==> config.mk <==
export PLATFORM = sky130hd
export DESIGN_NAME = key_dir_filter
export DESIGN_NICKNAME = d
export VERILOG_FILES = /design/src/rtl/key_dir_filter.sv
export SDC_FILE = /design/constraint.sdc
export NUM_CORES = 1
export LEC_CHECK = 0
export CORE_AREA = 5 5 64 66
export CTS_CLUSTER_SIZE = 24
export DETAILED_ROUTE_END_ITERATION = 12
export DIE_AREA = 0 0 69 71
export PLACE_DENSITY_LB_ADDON = 0.15
export SLEW_MARGIN = 20
export SYNTH_ARGS = -nofsm -noshare
export SYNTH_HDL_FRONTEND = slang
export SYNTH_SLANG_ARGS = --single-unit
export TNS_END_PERCENT = 5
==> constraint.sdc <==
create_clock -name frame_clk -period 3.4 [get_ports frame_clk]
set_input_delay 0.85 -clock frame_clk [delete_from_list [all_inputs] [get_ports frame_clk]]
set_output_delay 0.85 -clock frame_clk [all_outputs]
set_load 0.05 [all_outputs]
==> src/rtl/key_dir_filter.sv <==
// key_dir_filter: frame-rate W/A/S/D keycode front end for the ball stage.
// It picks one direction key from the two HID slots and debounces it over
// DEBOUNCE_FRAMES frames. It also emits a one-frame press pulse and a
// wrapping count of accepted presses.
module key_dir_filter #(
  parameter int DEBOUNCE_FRAMES = 2
) (
  input  logic        frame_clk,
  input  logic        Reset,
  input  logic [15:0] keycode_in,
  output logic [15:0] keycode,
  output logic        new_press,
  output logic [7:0]  key_count
);

  localparam int CW = $clog2(DEBOUNCE_FRAMES + 1);
  localparam logic [CW-1:0] D_MAX = CW'(DEBOUNCE_FRAMES);

  localparam logic [1:0] S_IDLE    = 2'd0;
  localparam logic [1:0] S_PENDING = 2'd1;
  localparam logic [1:0] S_HELD    = 2'd2;

  logic [7:0]    pend, accepted, cand, acc_nxt;
  logic [CW-1:0] cnt, n;
  logic [1:0]    state, state_nxt;
  logic          accept;

  wire [7:0] slot0 = keycode_in[7:0];
  wire [7:0] slot1 = keycode_in[15:8];

  function automatic logic is_dir(input logic [7:0] k);
    return (k == 8'h1A) || (k == 8'h04) || (k == 8'h16) || (k == 8'h07);
  endfunction

  // Candidate selection: a new key in slot1 overrides the key already held.
  // NOTE: every always_comb output gets a default first so no latch is inferred.
  always_comb begin
    cand = 8'h00;
    if (is_dir(slot1) && (slot1 != accepted)) cand = slot1;
    else if (is_dir(slot0))                   cand = slot0;
    else if (is_dir(slot1))                   cand = slot1;
  end

  // Debounce count, acceptance decision and next state for this edge.
  always_comb begin
    n = CW'(1);
    if (cand == pend) begin
      // A steady held key, or a full count, stays saturated and never wraps.
      if ((state == S_HELD) || (cnt >= D_MAX)) n = D_MAX;
      else                                     n = cnt + 1'b1;
    end
    accept  = (n >= D_MAX) && (cand != accepted);
    acc_nxt = accept ? cand : accepted;
    if ((acc_nxt != 8'h00) && (cand == acc_nxt))      state_nxt = S_HELD;
    else if ((acc_nxt == 8'h00) && (cand == 8'h00))   state_nxt = S_IDLE;
    else                                              state_nxt = S_PENDING;
  end

  // Frame registers. Reset also clears any candidate that is partly debounced.
  // NOTE: sequential state uses non-blocking assignments only.
  always_ff @(posedge frame_clk or posedge Reset) begin
    if (Reset) begin
      pend      <= 8'h00;
      cnt       <= '0;
      accepted  <= 8'h00;
      state     <= S_IDLE;
      new_press <= 1'b0;
      key_count <= 8'h00;
    end else begin
      pend      <= cand;
      cnt       <= n;
      accepted  <= acc_nxt;
      state     <= state_nxt;
      new_press <= accept && (cand != 8'h00);
      if (accept && (cand != 8'h00)) key_count <= key_count + 8'd1;
    end
  end

  assign keycode = {8'h00, accepted};

endmodule

# == Word level (Yosys, flattened, before mapping) ==
# Index checks and enable logic that the tools add are counted.
# op_classes
muxes,8
n_addsub,2
eq_ne,13
reduce_logical,16
n_lt_le_gt_ge,2
# op_table
op,n
$eq A8 B3 Y1 const B,4
$eq A8 B5 Y1 const B,4
$mux W8,4
$eq A8 B8 Y1,2
$logic_not A8 Y1,2
$ne A8 B8 Y1,2
$reduce_bool A8 Y1,2
$add A8 B1 Y8 const B,1
$logic_or A1 B1 Y1,7
$mux W2,3
$logic_and A1 B1 Y1,5
$ge A2 B2 Y1 const B,2
$add A2 B1 Y2 const B,1
$eq A2 B2 Y1 const B,1
$mux W1,1
# totals
register_bits,29
in_bits,18
word_cells,47
output_inout_bits,25

# == Longest topological paths before layout ==
# Gate-level depths: netlist of the first run.
# logic_depth
word_depth,16
depth_mapped,12

# == Worst setup path after synthesis of the first run ==
# Ideal clock, no wire load.
# synth_timing
kind,input -> register
from,in keycode_in[8]
to,reg key_count[1]
t_required_ns,3.273
cell_stages,9
path_slack_ns,-0.253
t_arrival_ns,3.526
cell_sequence,or2_1 -> a2111oi_2 -> o21a_2 -> a21boi_2 -> a22oi_2 -> xnor2_1 -> or4_4 -> a311oi_4 -> mux2_1
# synth_via
elab_chain_cells,12
elab_cells_between_ends,19
classes_between,1 x order compare; 7 x eq/ne; 4 x mux; 7 x reduce/logical
# synth_rtl
element,line_no,rtl
from (decl),10,"input logic [15:0] keycode_in,"
$eq A8 B5 Y1 or $eq A8 B3 Y1 (tied branches),32,return (k == 8'h1A) || (k == 8'h04) || (k == 8'h16) || (k == 8'h07);
$logic_or A1 B1 Y1 (3 in series),32,
$mux W8,41,else if (is_dir(slot1)) cand = slot1;
$mux W8,40,else if (is_dir(slot0)) cand = slot0;
$mux W8 *,39,if (is_dir(slot1) && (slot1 != accepted)) cand = slot1;
$eq A8 B8 Y1,47,if (cand == pend) begin
$mux W2,47,
$ge A2 B2 Y1,52,accept = (n >= D_MAX) && (cand != accepted);
$logic_and A1 B1 Y1,52,
$logic_and A1 B1 Y1 *,75,if (accept && (cand != 8'h00)) key_count <= key_count + 8'd1;
to (signal assigned),75,
to (decl),13,output logic [7:0] key_count
# Every way passes the cells marked *; elsewhere a longest branch is shown, timed or not.
# A chain may end at the register's enable or synchronous reset.

# == Final worst setup path of the first run ==
# layout_timing
from,in keycode_in[3]
to,reg key_count[5]
# layout_via
elab_chain_cells,11
elab_cells_between_ends,16
classes_between,1 x order compare; 6 x eq/ne; 3 x mux; 6 x reduce/logical
# layout_rtl
element,line_no,rtl
$eq A8 B5 Y1 or $eq A8 B3 Y1 (tied branches),32,
$logic_or A1 B1 Y1 (2 in series),32,
$logic_or A1 B1 Y1 *,32,
$mux W8 *,40,
$mux W8 *,39,
named net cand[0],23,"logic [7:0] pend, accepted, cand, acc_nxt;"
$eq A8 B8 Y1,47,
$mux W2,47,
$ge A2 B2 Y1,52,
$logic_and A1 B1 Y1,52,
$logic_and A1 B1 Y1 *,75,
# Mark *: on every way through the listed nets, which the timed path passes. The rest lies on a longest branch.

==> impl_summary.md, run 1 <==
Placed design
Detailed placement finished with a half-perimeter wire length of 2.96 mm. The final weighted congestion of routability-driven global placement is 0.856. After detailed placement, the total cell area comes to 2220 sq um.

The worst setup slack after placement is -0.617 ns. The count of input and output buffers is 34.

Global route
The leftover overflow at the end of global routing is 0. The number of global-route vias before repair is 1532. Entering global routing, the biggest net connects 30 pins.

Across every metal layer, demand over resource in global routing totals 17.6%. The wire length of the first global-routing pass is 6.82 mm. The number of antenna violations at the first check in global routing is 0.

Setup path
The register-to-register setup slack is 0.35 ns. The critical path required time is 3.61 ns. Counting cells, the worst reg-to-reg path comes to 11.

The reg-to-reg startpoint is accepted[4]. In this run the worst setup path begins at keycode_in[3]. STA classifies the critical path endpoint as a flip-flop. The endpoint of the most critical register-to-register path is key_count[5]. The worst path arrival time is 3.57 ns. The sort of element at the start of the critical path is an input port.

The critical path in this run is classified as in -> reg. Of all nets on the critical path, the largest fanout is 7.

Logic synthesis
The average footprint of a synthesized cell is 10.8 sq um. In the synthesized netlist the dominant register cell turns out to be sky130_fd_sc_hd__dfrtp_1. The cell taking the most area after synthesis is sky130_fd_sc_hd__dfrtp_1. After synthesis, the share of flip-flops with an asynchronous set or reset is 100%.

By count the netlist is led by sky130_fd_sc_hd__dfrtp_1, sky130_fd_sc_hd__xor2_1, sky130_fd_sc_hd__xnor2_1. The number of distinct standard cells referenced by the synthesized netlist is 40. Sorting the synthesized cells by area gives the leading types as sky130_fd_sc_hd__dfrtp_1, sky130_fd_sc_hd__xor2_1, sky130_fd_sc_hd__xnor2_1.

Counting flops with a built-in enable in the synthesized netlist gives 0. The post-synthesis cell area is 1600 sq um. The synthesized instance count is 149. The share of synthesized area occupied by flip-flops and latches is 45.3%. The number of synthesized register bits is 29. The synthesis warning total is 0. After synthesis, the largest area contributor takes up 45.3% of total cell area. The most frequent cell after synthesis is sky130_fd_sc_hd__dfrtp_1.

Routing
The sum of routed wire length over all layers is 4.23 mm. Dividing the detail-routed wire length by the instance count gives 15.0 um. The number of detailed-route iterations in the first pass is 4. The detailed router finished its first iteration with 44 violations. The residual antenna-violating net count after detailed routing is 0. The number of vias in the routed layout is 1431. The via count normalized by instance count is 5.09.

The post-route DRC violation count is 0.

Floorplan
The floorplan die width is 69 um. In this run the core area contains 22 standard-cell rows. The initial core utilization is 45.5%. The floorplan step set the die height to 71 um. After floorplanning, the core was sized to cover 3520 sq um. The die covers 4900 sq um. The I/O pin total is 43.

Clocking
After clock tree synthesis, the clock-pin slew on the worst setup and hold paths is 0.09 ns. The clock buffer count from CTS is 5. The level count of the clock H-tree is 2. The library cell used as clock root buffer is sky130_fd_sc_hd__clkbuf_4. TritonCTS built the clock tree. The number of buffers on the longest clock path is 2. The count of hold-fix buffers inserted at cts is 0.

CTS saw 29 sinks. The clock latency on the worst-skew pair is 0.33 ns.

STA
The count of final max-slew check failures is 0. In this run the tightest slew margin relative to its limit is 59.7%. Across the routed clock network, the largest skew measured is 0.0109 ns.

The final critical path time including I/O delays and setup is 3.37 ns. In the finished design, the share of the clock period the worst path needs comes to 99.1%. Setup violations remaining at the end of the flow were counted as 0. The setup slack of the critical path after layout is 0.0319 ns. The fmax is 297 MHz.

For the pin with the worst max-slew slack, the measured transition is 0.600 ns. The hold violation count in the final report was 0.

Cells and area
Fill cells in the final layout number 281. The sequential standard cell area is 726 sq um. Once layout is complete, the utilization of the core stands at 70.1%. The total inserted antenna cells is 0. The area growth from synthesis to layout is 54.1%. The area occupied by multi-input gates is 953 sq um.

After the last flow step, the layout net total stands at 253. The post-route netlist has 33.5% of its cells at a drive strength greater than 1. The final cell area excluding filler cells is 2470 sq um.

Status
The run finished with clean final reports.

Power and ir drop
The design draws 0.833 mW. The power per cell area is 337 nW/um^2. The cell leakage power is 1.21 nW. The worst vdd rail ir drop is 154 uV.

Hold path
In this run the worst hold path is classified as reg -> reg. The launch point of the worst hold path is key_count[7]. Along the worst hold path, the cell count comes to 1. The end point of the most critical hold path is key_count[7].

Flow run
Across the run, the number of max-cap violations was 0.
==> what timing repair did <==
action,4_1_cts,5_1_grt
gates resized for setup,39,17
setup buffers,9,2
gates cloned,0,0
endpoints found under the setup margin,19,15
pin swaps,17,15
==> registers in the layout (all words and copies together), names as in the netlist <==
name / count
accepted: 8
key_count: 8
pend: 8
cnt: 2
state: 2
new_press: 1
==> critical path: stages <==
cell and delay, ns:
sky130_fd_sc_hd__dlygate4sd2_1 0.25, sky130_fd_sc_hd__buf_4 0.15, sky130_fd_sc_hd__nor2_2 0.09, sky130_fd_sc_hd__o211ai_1 0.10, sky130_fd_sc_hd__buf_4 0.16, sky130_fd_sc_hd__a21oi_4 0.14, sky130_fd_sc_hd__buf_6 0.12, sky130_fd_sc_hd__a21boi_4 0.06
sky130_fd_sc_hd__a22o_4 0.27, sky130_fd_sc_hd__xor2_2 0.20, sky130_fd_sc_hd__or4_4 0.52, sky130_fd_sc_hd__a311oi_4 0.25, sky130_fd_sc_hd__buf_6 0.16, sky130_fd_sc_hd__nand4_1 0.11, sky130_fd_sc_hd__xnor2_1 0.14
==> cells by family (layout without fill, tap and decap cells) <==
group | after synthesis | count (layout) | synth area share [%]
AOI/OAI and AO/OA | 21 | 21 | 12.0
and+or+nand+nor | 49 | 49 | 17.6
DFF | 29 | 29 | 45.3
buffers and inverters | 16 | 90 | 5.70
muxes | 4 | 4 | 2.81
other | 1 | 11 | 0.234
xor gates and xnor gates | 27 | 27 | 14.8
adders and majority gates | 2 | 2 | 1.56
==> worst max path at each step <==
stage	end	depth (start not counted)
finish	key_count[5]	15
global placement	accepted[1]	11
floorplan	key_count[1]	9
global route	key_count[5]	15
detailed placement	accepted[1]	11
CTS	key_count[5]	12
==> cells in the final DEF (no fill, tap or decap), drive strengths merged, types with 6 or more instances in the layout <==
master,instances
buf,45
clkbuf,10
clkdlybuf4s50,18
conb,11
dfrtp,29
dlygate4sd2,10
inv,6
nand2,9
nor2,8
xnor2,11
xor2,16
==> layout make-up <==
| type | count | share of cell area [%] |
|---|---|---|
| Inverter | 6 | 0.912 |
| Clock buffer | 7 | 2.23 |
| Multi-Input combinational cell | 114 | 38.6 |
| Sequential cell | 29 | 29.4 |
| Timing Repair Buffer | 77 | 26.4 |
| Tap cell | 48 | 2.43 |
==> stage by stage <==
step	setup TNS, ns	hold WS, ns	std cells
detailed placement	-10.91	0.462	263
global placement	-9.10	0.461	263
finish	0	0.471	281
global route	-0.630	0.505	281
CTS	-0.00778	0.479	279
floorplan	-0.163	0.500	159
==> power by group <==
group / internal (mW) / switching, mW
Clock: 0.0974 / 0.115
Sequential: 0.366 / 0.0197
Combinational: 0.0976 / 0.138
Total: 0.561 / 0.272
==> per-layer routing <==
layer | GRT usage, % | part of all wire (%) | up-vias
met5 | 0 | 0 | -
met4 | 12.8 | 3.9 | 0
met3 | 4.97 | 5.7 | 19
met2 | 30.7 | 54 | 53
met1 | 18.1 | 36 | 682
li1 | - | - | 677
Power figures use the tool's default switching activity.
==> run 2, diff against run 1 <==
- CTS_CLUSTER_DIAMETER: default -> 150
- GPL_TIMING_DRIVEN: default -> 0
==> impl_summary.md, run 2 (synthesis results as in run 1) <==
Clocking
The H-tree was split into 2 levels. The clock-pin slew of the registers on the worst-case setup and hold paths is 0.08 ns. The CTS tree is built. The library cell used as clock root buffer is sky130_fd_sc_hd__clkbuf_4. The clock passes through at most 2 buffers. The clock latency on the worst-skew pair is 0.32 ns. For this design, the sink count on the clock tree is 29. The clock buffer count from CTS is 5.

Cells and area
Across the whole layout, storage elements account for 726 sq um. Compared with the post-synthesis result, the final layout area differs by 42.9%. The final cell count without fillers is 258. After routing the design area is 2290 sq um. The final layout contains 230 nets. The fraction of final layout cells sized beyond drive strength 1 is 24.8%.

The library cells used most frequently in the layout, excluding fill and tap cells, are sky130_fd_sc_hd__dfrtp_1, sky130_fd_sc_hd__buf_4, sky130_fd_sc_hd__clkdlybuf4s50_1, sky130_fd_sc_hd__xor2_1, sky130_fd_sc_hd__conb_1. Leaving out fill and tap cells, the most frequent cell in the layout is sky130_fd_sc_hd__dfrtp_1. The area occupied by multi-input gates is 928 sq um. The number of filler instances in the final layout is 317. The repair_antennas step left the layout with diodes totalling 0. The largest registers in the layout are accepted: 8 flops, key_count: 8 flops, pend: 8 flops.

Floorplan
The floorplan step defined a die boundary enclosing 4900 sq um. The die is 69 um wide. The row count is 22. The height of the die is 71 um.

During I/O placement, the number of pins put on the boundary was 43. For this configuration, the core starts out at a cell density of 45.5%. The total core area is 3520 sq um.

Global route
The first global-routing pass estimated 6.13 mm of wire. Summed over all layers, the global routing overflow is 0. The global-route total usage across every layer is 15.7%. Entering global routing, the biggest net connects 30 pins. The number of antenna violations at the first check in global routing is 0. The number of global-route vias before repair is 1402.

STA
In the finished design, the share of the clock period the worst path needs comes to 97.6%. The setup slack of the critical path after layout is 0.0829 ns. The hold violation count in the final report is 0. The pin slew with the least headroom to its limit is 0.578 ns. The final critical path time including I/O delays and setup is 3.32 ns. Setup repair after global routing left no endpoint under its margin. The count of final max-slew check failures came to 0. On the final layout, the worst clock skew is 0.00774 ns. In this run the tightest slew margin relative to its limit is 61.4%.

Setup violations remaining at the end of the flow were counted as 0. The fmax is 301 MHz.

Placed design
The final weighted congestion of routability-driven global placement is 0.847. The cell area after placement is 2050 sq um. The count of input and output buffers is 34. The worst setup slack after placement is -0.891 ns.

The total placed cells including tap cells is 241. Summed over all nets, the half-perimeter wirelength after detailed placement is 2.61 mm.

Setup path
The worst setup path is captured at a flip-flop. For the worst setup path, the data required time is 3.61 ns. The reg-to-reg startpoint is accepted[1].

In this run the worst path has a maximum fanout of 8. The critical path starts at keycode_in[12]. The worst setup path is launched from an input port. The critical path class is in -> reg. Data arrives at the worst endpoint at 3.53 ns.

Routing
The number of detailed-route iterations in the first pass is 4. The first routing iteration left 37 violations. The sum of routed wire length over all layers is 3.57 mm.

In this run the remaining antenna-violating nets after routing total 0. The post-route DRC violation count is 0. In the routed layout, each cell is associated on average with a via count of 5.01.

The number of vias in the routed layout is 1293. The routed wirelength normalized by instance count is 13.8 um.

Power and ir drop
VDD sags by at most 151 uV. In this run the static leakage power is 1.11 nW. Dividing total power by cell area gives a power density of 347 nW/um^2.

Hold path
The worst hold path belongs to the class reg -> reg. The launch point of the worst hold path is key_count[7].

Flow run
The max-capacitance violation count is 0.

Status
The run finished with clean final reports.
run 2: through the flow:
| stage | util [%] | setup TNS (ns) | power, mW | hold WS, ns |
|---|---|---|---|---|
| global route | 65.0 | 0 | 0.842 | 0.513 |
| finish | 65.0 | 0 | 0.795 | 0.469 |
| global placement | 58.1 | -14.26 | 0.585 | 0.460 |
| floorplan | - | -0.163 | 0.522 | 0.500 |
| detailed placement | 58.1 | -16.04 | 0.590 | 0.465 |
| CTS | 64.2 | -0.0580 | 0.800 | 0.476 |
run 2: layout make-up:
cell class                      count  share of cell area, %
Multi-Input combinational cell    114                   40.5
Clock buffer                        7                   2.40
Sequential cell                    29                   31.7
Tap cell                           48                   2.62
Timing Repair Buffer               45                   18.8
Inverter                            6                  0.983
Buffer                              9                   2.95
run 2: path summary, 6_finish.rpt:
path / end / cells past startpoint / slack [ns]
worst max-delay path: key_count[1] / 10 / 0.08
worst min-delay path: key_count[7] / 1 / 0.47
worst max register to register: key_count[1] / 10 / 0.39
worst min register to register: key_count[7] / 1 / 0.47
max in group asynchronous: accepted[4] / 2 / 2.11
min in group asynchronous: new_press / 2 / 0.91
run 2: power by group:
group | internal, mW | switching [mW] | total, mW
Clock | 0.0973 | 0.103 | 0.201
Sequential | 0.366 | 0.0226 | 0.388
Combinational | 0.0806 | 0.126 | 0.207
run 2: critical path, stage by stage:
cell,delay (ns)
sky130_fd_sc_hd__dlygate4sd2_1,0.31
sky130_fd_sc_hd__a2111oi_4,0.36
sky130_fd_sc_hd__o21a_2,0.22
sky130_fd_sc_hd__a21boi_4,0.28
sky130_fd_sc_hd__a22oi_2,0.15
sky130_fd_sc_hd__xnor2_2,0.15
sky130_fd_sc_hd__or4_4,0.53
sky130_fd_sc_hd__a311oi_4,0.22
sky130_fd_sc_hd__buf_6,0.16
sky130_fd_sc_hd__mux2_4,0.29
run 2: layer usage:
metal / up-vias / GRT usage [%] / routed length [um]
li1: 632 / - / -
met1: 600 / 16.6 / 1450
met2: 46 / 26.9 / 1780
met3: 15 / 4.26 / 185
met4: 0 / 11.3 / 150
met5: - / 0 / 0
run 2: repair_timing:
| item | 4_1_cts | 5_1_grt |
|---|---|---|
| pin swaps | 15 | 14 |
| gates resized for setup | 44 | 10 |
| hold buffers | 0 | 0 |
| endpoints found under the setup margin | 20 | 18 |
| setup buffers | 8 | 3 |
==> run 3, diff against run 2 <==
- SLEW_MARGIN: 20 -> 40
==> results of run 3 <==
Same layout as run 2: the final DEF is identical, and so are final timing and power.
